===== src/rtl/cpu_pkg.sv =====
// Shared core types: data/address words, register selects, memory access
// modes and the load/store sequencer state encoding.
package cpu_pkg;

  typedef logic [31:0] cpu_word;
  typedef logic [31:0] pc_word;
  typedef logic [4:0]  reg_select;

  typedef enum logic [1:0] {
    MEM_W = 2'd0,
    MEM_H = 2'd1,
    MEM_B = 2'd2
  } mem_mode;

  typedef enum logic [1:0] {
    IDLE      = 2'd0,
    LOAD_WAIT = 2'd1,
    STORE_RD  = 2'd2,
    STORE_WR  = 2'd3
  } lsu_state;

endpackage


===== src/rtl/load_extend.sv =====
// Extends a right-justified load word from ram_unit to 32 bits according
// to the access width and signedness.
module load_extend
  import cpu_pkg::*;
(
  input  cpu_word word,
  input  mem_mode mode,
  input  logic    isSigned,
  output cpu_word result
);

  // ram_unit leaves stale upper bits on narrow reads, so they are always replaced.
  always_comb begin
    result = word;
    case (mode)
      MEM_H:   result = {{16{isSigned & word[15]}}, word[15:0]};
      MEM_B:   result = {{24{isSigned & word[7]}}, word[7:0]};
      default: result = word;
    endcase
  end

endmodule


===== src/rtl/lsu_ctrl.sv =====
// Load/store sequencer in front of ram_unit port 2; stalls the PC while the
// RAM's read or read-modify-write sequence runs. Optional alignment trap
// is built when LSU_ALIGN_CHECK_EN is defined.
module lsu_ctrl
  import cpu_pkg::*;
#(
  parameter bit RESET_PC_ADV = 1'b1
) (
  input  logic      clk,
  input  logic      reset,
  input  logic      req_valid,
  output logic      req_ready,
  input  logic      req_write,
  input  cpu_word   req_addr,
  input  cpu_word   req_data,
  input  mem_mode   req_mode,
  input  logic      req_signed,
  input  reg_select req_rd,
  output logic      ram_en,
  output logic      ram_we,
  output cpu_word   ram_adr,
  output cpu_word   ram_wdata,
  output mem_mode   ram_mode,
  input  cpu_word   ram_rdata,
  input  logic      ram_avail,
  input  logic      ram_iavail,
  output logic      pc_advance,
  output logic      load_valid,
  output cpu_word   load_data,
  output reg_select load_rd,
  output logic      fault,
  output cpu_word   fault_addr
);

  lsu_state  state;
  mem_mode   ldMode;
  logic      ldSigned;
  reg_select ldRd;
  logic      accept;
  logic      misaligned;
  logic      ramFire;
  cpu_word   extWord;

`ifdef LSU_ALIGN_CHECK_EN
  assign misaligned = ((req_mode == MEM_W) && (req_addr[1:0] != 2'b00)) ||
                      ((req_mode == MEM_H) && req_addr[0]);
`else
  assign misaligned = 1'b0;
`endif

  // Reset gates acceptance so nothing reaches ram_unit while it is also in reset.
  assign req_ready = !reset && (state == IDLE) && ram_iavail;
  assign accept    = req_valid && req_ready;
  assign ramFire   = accept && !misaligned;

  always_comb begin
    ram_en    = ramFire;
    ram_we    = ramFire && req_write;
    ram_adr   = ramFire ? req_addr : '0;
    ram_wdata = ramFire ? req_data : '0;
    ram_mode  = ramFire ? req_mode : MEM_W;
  end

  assign pc_advance = reset ? RESET_PC_ADV : ((state == IDLE) && !accept);

  load_extend u_extend (
    .word    (ram_rdata),
    .mode    (ldMode),
    .isSigned(ldSigned),
    .result  (extWord)
  );

  always_ff @(posedge clk) begin
    if (reset) begin
      state      <= IDLE;
      ldMode     <= MEM_W;
      ldSigned   <= 1'b0;
      ldRd       <= '0;
      load_valid <= 1'b0;
      load_data  <= '0;
      load_rd    <= '0;
    end else begin
      load_valid <= 1'b0;
      case (state)
        IDLE: begin
          if (ramFire) begin
            if (req_write) begin
              state <= STORE_RD;
            end else begin
              state    <= LOAD_WAIT;
              ldMode   <= req_mode;
              ldSigned <= req_signed;
              ldRd     <= req_rd;
            end
          end
        end
        LOAD_WAIT: begin
          if (ram_avail) begin
            load_data  <= extWord;
            load_rd    <= ldRd;
            load_valid <= 1'b1;
            state      <= IDLE;
          end
        end
        // ram_unit reads then writes the word back; we only need to wait it out.
        STORE_RD: state <= STORE_WR;
        STORE_WR: state <= IDLE;
        default:  state <= IDLE;
      endcase
    end
  end

`ifdef LSU_ALIGN_CHECK_EN
  always_ff @(posedge clk) begin
    if (reset) begin
      fault      <= 1'b0;
      fault_addr <= '0;
    end else begin
      fault <= accept && misaligned;
      if (accept && misaligned) begin
        fault_addr <= req_addr;
      end
    end
  end
`else
  assign fault      = 1'b0;
  assign fault_addr = '0;
`endif

endmodule


===== config.mk =====
export PLATFORM = sky130hd
export DESIGN_NAME = lsu_ctrl
export DESIGN_NICKNAME = d
export VERILOG_FILES = /design/src/rtl/cpu_pkg.sv /design/src/rtl/load_extend.sv /design/src/rtl/lsu_ctrl.sv
export SDC_FILE = /design/constraint.sdc
export NUM_CORES = 1
export LEC_CHECK = 0
export CORE_AREA = 2 2 98 100
export CTS_CLUSTER_DIAMETER = 30
export CTS_CLUSTER_SIZE = 20
export DETAILED_ROUTE_END_ITERATION = 6
export DIE_AREA = 0 0 100 102
export DONT_BUFFER_PORTS = 1
export PLACE_DENSITY_LB_ADDON = 0.15
export SETUP_SLACK_MARGIN = 0.3
export SLEW_MARGIN = 20
export SYNTH_ARGS = -nofsm -noshare
export SYNTH_HDL_FRONTEND = slang
export SYNTH_SLANG_ARGS = --single-unit

===== constraint.sdc =====
create_clock -name clk -period 2.86 [get_ports clk]
set_input_delay 0.429 -clock clk [delete_from_list [all_inputs] [get_ports clk]]
set_output_delay 0.429 -clock clk [all_outputs]
set_load 0.02 [all_outputs]

Yosys cells after proc, flatten, opt, wreduce, memory -nomap -nowiden
Cells that the tools add are included.
- bits in registers: 48
- input port bits: 110
- word-level logic and storage cells: 40
- bitwise operators: 4
- reductions and logical operators: 12
- eq/ne operators: 7
- mux-type cells: 10
- operators by type and width (cell ; count):
    32-bit 2-to-1 mux ; 2
    32-bit one-hot mux with 2 select lines ; 1
    2-bit 2-to-1 mux ; 4
    2-bit one-hot mux with 4 select lines ; 1
    2-bit equality test, second input constant ; 3
    1-bit logical AND ; 5
    2-bit by 1-bit equality test with 1-bit output, second input constant ; 2
    2-bit != test, second input constant ; 2
    2-bit AND reduction ; 2
    3-bit AND reduction ; 1
    1-bit bitwise AND ; 2
    1-bit zero test ; 2
    2-bit zero test ; 1
    1-bit 2-to-1 mux ; 2
    1-bit NOT ; 2
    2-bit OR reduction ; 1

Logic depth before layout (Yosys ltp)
Gate-level depths: netlist (run 1).
- depth in word-level cells: 7
- gate-level depth with buffers: 8
- mapped depth without buffers: 5

Hierarchy
Synthesis (run 1) repeated with hierarchy kept, for this count alone.
- cells, all modules: 392
- area, all modules: 2862.7 sq um
- modules (own cells, without submodules) (module ; cells an instance ; instances ; area an instance (sq um)):
    lsu_ctrl ; 330 ; 1 ; 2477.4
    load_extend ; 62 ; 1 ; 385.4

Least setup slack after synthesis (run 1)
Ideal clock, no wire load.
- path kind: input port to output port
- start: input reset
- end: output pc_advance
- setup slack: 0.645 ns
- arrival time: 1.786 ns
- required time: 2.431 ns
- stages: 7
- cell sequence: buf_6 > or4b_1 > buf_2 > clkinv_4 > buf_8 > and2_1 > o31ai_1
- word-level cells in the longest chain between the ends: 7
- ends and longest elaborated chain (element ; line ; text):
    from (decl) ; lsu_ctrl.sv:10 ; input logic reset,
    1-bit zero test ; lsu_ctrl.sv:52 ; assign req_ready = !reset && (state == IDLE) && ram_iavail;
    1-bit logical AND (2 in a row) ; lsu_ctrl.sv:52 ;
    1-bit logical AND ; lsu_ctrl.sv:53 ; assign accept = req_valid && req_ready;
    via ram_en ; lsu_ctrl.sv:19 ; output logic ram_en,
    1-bit zero test ; lsu_ctrl.sv:64 ; assign pc_advance = reset ? RESET_PC_ADV : ((state == IDLE) && !accept);
    1-bit logical AND ; lsu_ctrl.sv:64 ;
    1-bit 2-to-1 mux ; lsu_ctrl.sv:64 ;
    to (decl) ; lsu_ctrl.sv:27 ; output logic pc_advance,
The timed path passes the listed nets, and every way through them passes these cells.

Worst setup path after layout (run 1)
- start: register state[0]
- end: output pc_advance
- word-level cells in the longest chain between the ends: 7
- ends and longest elaborated chain (element ; line ; text):
    from (decl) ; lsu_ctrl.sv:35 ; lsu_state state;
    from (signal assigned) ; lsu_ctrl.sv:75 ; state <= IDLE;
    from (signal assigned) ; lsu_ctrl.sv:88 ; state <= STORE_RD;
    from (signal assigned) ; lsu_ctrl.sv:90 ; state <= LOAD_WAIT;
    2-bit zero test ; lsu_ctrl.sv:52 ;
    1-bit logical AND (2 in a row) ; lsu_ctrl.sv:52 ;
    via req_ready ; lsu_ctrl.sv:12 ; output logic req_ready,
    1-bit logical AND ; lsu_ctrl.sv:53 ;
    1-bit zero test ; lsu_ctrl.sv:64 ;
    1-bit logical AND ; lsu_ctrl.sv:64 ;
    1-bit 2-to-1 mux ; lsu_ctrl.sv:64 ;
The timed path passes the listed nets, and every way through them passes these cells.

==> qor.yml, run 1 <==
clockBufferDepth: 2
post-dp-hpwl_um: 6250
grt_max_degree: 79
grt_use_total: 0.144
crit_chain: "or4b_4 > clkinv_8 > and2_1 > o31ai_1 > buf_4"
cts_root_buf: "clkbuf_8"
rsz0062_at_grt: "no"
nets: 431
synth_area_mm2: 0.00260
fin_crit_ps: 2450
end_kind: "primary output"
ant_nets: 0
ys_warn_count: 0
io_pins: 251
mostFrequentLayoutCells: "and3_1, a21oi_1, dfxtp_1, o21ai_0, conb_1"
place_area_mm2: 0.00248
syn_inst: 340
hp-class: "in -> reg"
drv_slew: 0
grt_pass1_wl_um: 11200
fin_ws_ps: 410
die_x_um: 100
crit_path_max_fanout: 78
worst_slew_pin_slew_ps: 771
postCtsSetupRepairBufs: 0
crit_arrival_ps: 2020
insertion_delay_ps: 290
cts_tree: "built"
wl_per_cell_um: 19.5
ff2ff_setup_slack_ps: 880
report.final.hold_viol_count: 0
via_per_inst: 5.22
core_mm2: 0.00911
crit_required_ps: 2430
clkSinkCount: 48
p_total_mw: 1.33
tns_ps: 0
io_buffer_count: 0
critPathKind: "reg -> out"
setup_viol: 0
grt_pass1_vias: 1899
final_area_mm2: 0.00259
gp_congestion: 0.853
yosys_register_bits: 48
layout_commonest_cell: "and3_1"
rows: 35
antenna_found_initial: 3
clkTransAtPathRegs_ps: 90
ys_seq_area_frac: 0.369
power_leakage_nw: 1.20
htreeDepth: 2
drt-initial-drc-count: 125
max_stage_delay_ps: 640
maxSlewHeadroom: 0.479
start_util: 0.286
drc: 0
vias: 2255
finClkSkew_ps: 5.49
drive_above_1_share: 0.0439
die_y_um: 102
max_freq_ghz: 0.408
pre_cts_ws_ps: 471
syn_area_per_cell_um2: 7.66
wl_um: 8440
cts_made_buffers: 5
first_pass_iters: 4
dieArea_mm2: 0.0102
critical-path-slowest-cell: "or4b_4"
cts_hold_buf: 0
synthToLayoutAreaGrowth_pct: -0.432
ir_drop_mv: 0.143
fin_crit_sh: 0.857
power_density_mw_per_mm2: 512
start_kind: "register"
outcome: "complete, no violations"
maxCapViolCount: 0
cts_resized: 2
grt_overflow_total: 0
synth_cell_types: 30
[cell type report]
type                            count  area [um2]
Timing Repair Buffer                5        37.5
Sequential cell                    48         961
Fill cell                         996        6520
Clock buffer                        6        82.6
Multi-Input combinational cell    254        1330
Clock inverter                      1        8.76
Tap cell                          111         139
Antenna cell                        2        5.00
Inverter                            5        31.3
[final timing paths]
kind              startpoint            end  depth (start not counted)
setup / recovery    state[0]     pc_advance                          5
hold / removal         reset   load_data[6]                          1
setup reg to reg   ldMode[0]  load_data[10]                          6
hold reg to reg      ldRd[4]     load_rd[4]                          2
[metrics by stage]
step / util / cells / hold slack (ps)
detailed placement: 0.273 / 423 / 444
floorplan: - / 372 / 425
finish: 0.285 / 432 / 188
global placement: 0.273 / 423 / 440
CTS: 0.284 / 430 / 175
global route: 0.285 / 432 / 170
[cells in the mapped netlist (all sizes together)]
cell    number  share of area
a21o         1         0.0029
a21oi       62           0.12
a22o         1         0.0034
a41oi        1         0.0034
and2         1         0.0024
and3        67           0.16
and3b        1         0.0034
buf         41           0.12
clkbuf      24          0.037
clkinv       1         0.0034
conb         1         0.0014
dfxtp       48           0.37
ha           2         0.0096
inv          4         0.0058
mux2i        1         0.0038
nand2       27          0.039
nand2b       1         0.0024
nand3        9          0.017
nand3b       1         0.0029
nor2         3         0.0043
nor2b        1         0.0024
o21ai       40          0.077
o31ai        1         0.0029
or4b         1         0.0038
[metal layers]
metal | vias to the layer above | track usage | wire length (um)
met3 | 10 | 0.0376 | 766
met2 | 134 | 0.269 | 4410
met1 | 1039 | 0.153 | 3030
met5 | - | 0 | 0
met4 | 0 | 0.0611 | 229
li1 | 1072 | - | -
[flip-flops by register name (all words and copies together), names as in the netlist]
register and flops:
load_data 32, ldRd 5, load_rd 5, ldMode 2, state 2, ldSigned 1, load_valid 1
[power by group]
group | total [mW] | internal [mW] | switching, mW
sequential | 0.724 | 0.689 | 0.0351
clock | 0.417 | 0.193 | 0.224
combinational | 0.187 | 0.0402 | 0.146
total | 1.33 | 0.922 | 0.405
[critical path: cells and delay by family, from the launching register on]
family                 cells  cell delay, ps
AOI/OAI and AO/OA          1              70
DFF                        1             370
buffers and inverters      2             430
and+or+nand+nor            2             830
[cell families (layout without fill, tap and decap cells)]
logic type | count (synthesis) | in the layout | synth area share
simple gates | 112 | 112 | 0.239
buf+inv | 70 | 17 | 0.169
other cells | 1 | 35 | 0.00144
fa+ha+maj | 2 | 2 | 0.00961
flops | 48 | 48 | 0.369
mux | 1 | 1 | 0.00384
compound gates | 106 | 106 | 0.209
(Power assumes the default switching activity.)
==> run 2, diff against run 1 <==
Settings changed: PLACE_DENSITY from default to 0.49, PLACE_DENSITY_LB_ADDON 0.15 to default, REMOVE_ABC_BUFFERS from default to 1.
==> run 2 against run 1 <==
Net effect: sequential share of layout area decreased by 0.34 points; global-route usage increased by 0.74 points; power increased by 4.4%; worst setup slack improved by 54 ps; final cell count increased by 0.46%; critical path type unchanged; critical endpoint unchanged; largest power group unchanged.
==> qor.yml, run 2 (synthesized netlist as in run 1, its figures left out) <==
outcome: "complete, no violations"
ant_nets: 0
crit_path_max_fanout: 78
grt_use_met2: 0.273
crit_arrival_ps: 1970
cts_root_buf: "clkbuf_8"
start_util: 0.286
nets: 432
synthToLayoutAreaGrowth_pct: 0.481
grt_pass1_wl_um: 11900
path_buf_inv: 2
hold_ws_ps: 194
insertion_delay_ps: 290
fin_crit_sh: 0.838
final_util: 0.287
critical-path-slowest-cell: "or4b_4"
core_mm2: 0.00911
use_met3: 0.0527
mostFrequentLayoutCells: "and3_1, a21oi_1, dfxtp_1, o21ai_0, conb_1"
fillers: 988
io_pins: 251
crit_required_ps: 2430
max_freq_ghz: 0.417
reg_top3: "load_data (32), ldRd (5), load_rd (5)"
critPathKind: "reg -> out"
first_pass_iters: 4
drc: 0
top_register: "load_data"
ir_drop_mv: 0.223
critical_path.top_delay_family: "simple AND/OR/NAND/NOR gates"
cts_tree: "built"
drive_above_1_share: 0.0467
globalRouteMet1Util: 0.172
finClkSkew_ps: 6.21
busiest_layer: "met2"
crit_chain: "or4b_4 > clkinv_8 > and2_1 > o31ai_1 > buf_4"
tns_ps: 0
htreeDepth: 2
grt_overflow_total: 0
maxSlewHeadroom: 0.502
max_stage_delay_ps: 650
clockBufferDepth: 2
grt_pass1_vias: 1984
worst_slew_pin_slew_ps: 738
via_per_inst: 5.21
wl_um: 8740
maxCapViolCount: 0
clkSinkCount: 48
end_kind: "primary output"
grt_max_degree: 79
rsz0062_at_grt: "no"
dieArea_mm2: 0.0102
wl_per_cell_um: 20.1
die_x_um: 100
fin_crit_ps: 2400
report.final.hold_viol_count: 0
power_leakage_nw: 1.22
largest_register_ffs: 32
hp-class: "in -> reg"
antenna_found_initial: 3
multi_input_area_mm2: 0.00133
start_kind: "register"
gp_congestion: 0.775
postCtsSetupRepairBufs: 0
rows: 35
post-dp-hpwl_um: 6610
dp_cells: 424
layout_commonest_cell: "and3_1"
grt_use_total: 0.151
drt-initial-drc-count: 124
power_density_mw_per_mm2: 529
vias: 2261
cts_made_buffers: 5
fin_cells: 434
die_y_um: 102
drv_slew: 0
seqCellArea_um2: 961
setup_viol: 0
io_buffer_count: 0
clkTransAtPathRegs_ps: 90
cts_hold_buf: 0
[run 2: worst paths after layout]
| check | slack (ps) | from | cells past startpoint | endpoint |
|---|---|---|---|---|
| setup / recovery | 460 | state[0] | 5 | pc_advance |
| hold / removal | 190 | reset | 1 | load_data[3] |
| setup reg to reg | 900 | ldMode[0] | 6 | load_data[9] |
| hold reg to reg | 450 | ldRd[4] | 2 | load_rd[4] |
[run 2: timing repair]
action                                  4_1_cts  5_1_grt
endpoints found under the setup margin       69        0
endpoints found under the hold margin         0        0
resized for setup                             2        0
[run 2: through the flow]
stage	cell area, um2	total power [mW]	setup slack, ps
after global routing	2610	1.45	349
after CTS	2610	1.40	453
after detailed placement	2490	0.924	501
after global placement	2490	0.922	530
final	2620	1.39	464
after floorplan	2310	0.890	502
[run 2: worst reg2reg max path, cell delays in order (launching register included)]
cell,delay (ps)
dfxtp_1,370
inv_1,50
ha_1,270
buf_4,260
inv_1,90
a41oi_1,630
a21oi_1,150
[run 2: where the power goes]
| part | internal, mW | switching [mW] |
|---|---|---|
| Combinational | 0.0411 | 0.147 |
| Sequential | 0.689 | 0.0346 |
| Clock | 0.260 | 0.214 |
| Total | 0.989 | 0.396 |
[run 2: cell type report]
class | instances | area share
sequential | 48 | 0.367
tap | 111 | 0.0531
clock inverter | 2 | 0.0134
multi-input combinational | 254 | 0.507
timing repair buffer | 6 | 0.0172
antenna | 2 | 0.00191
inverter | 5 | 0.0120
clock buffer | 6 | 0.0277
[run 2: per-layer routing]
layer,part of all wire,vias up
met5,0,-
met4,0.0087,0
met3,0.11,9
met2,0.52,147
met1,0.37,1032
li1,-,1073
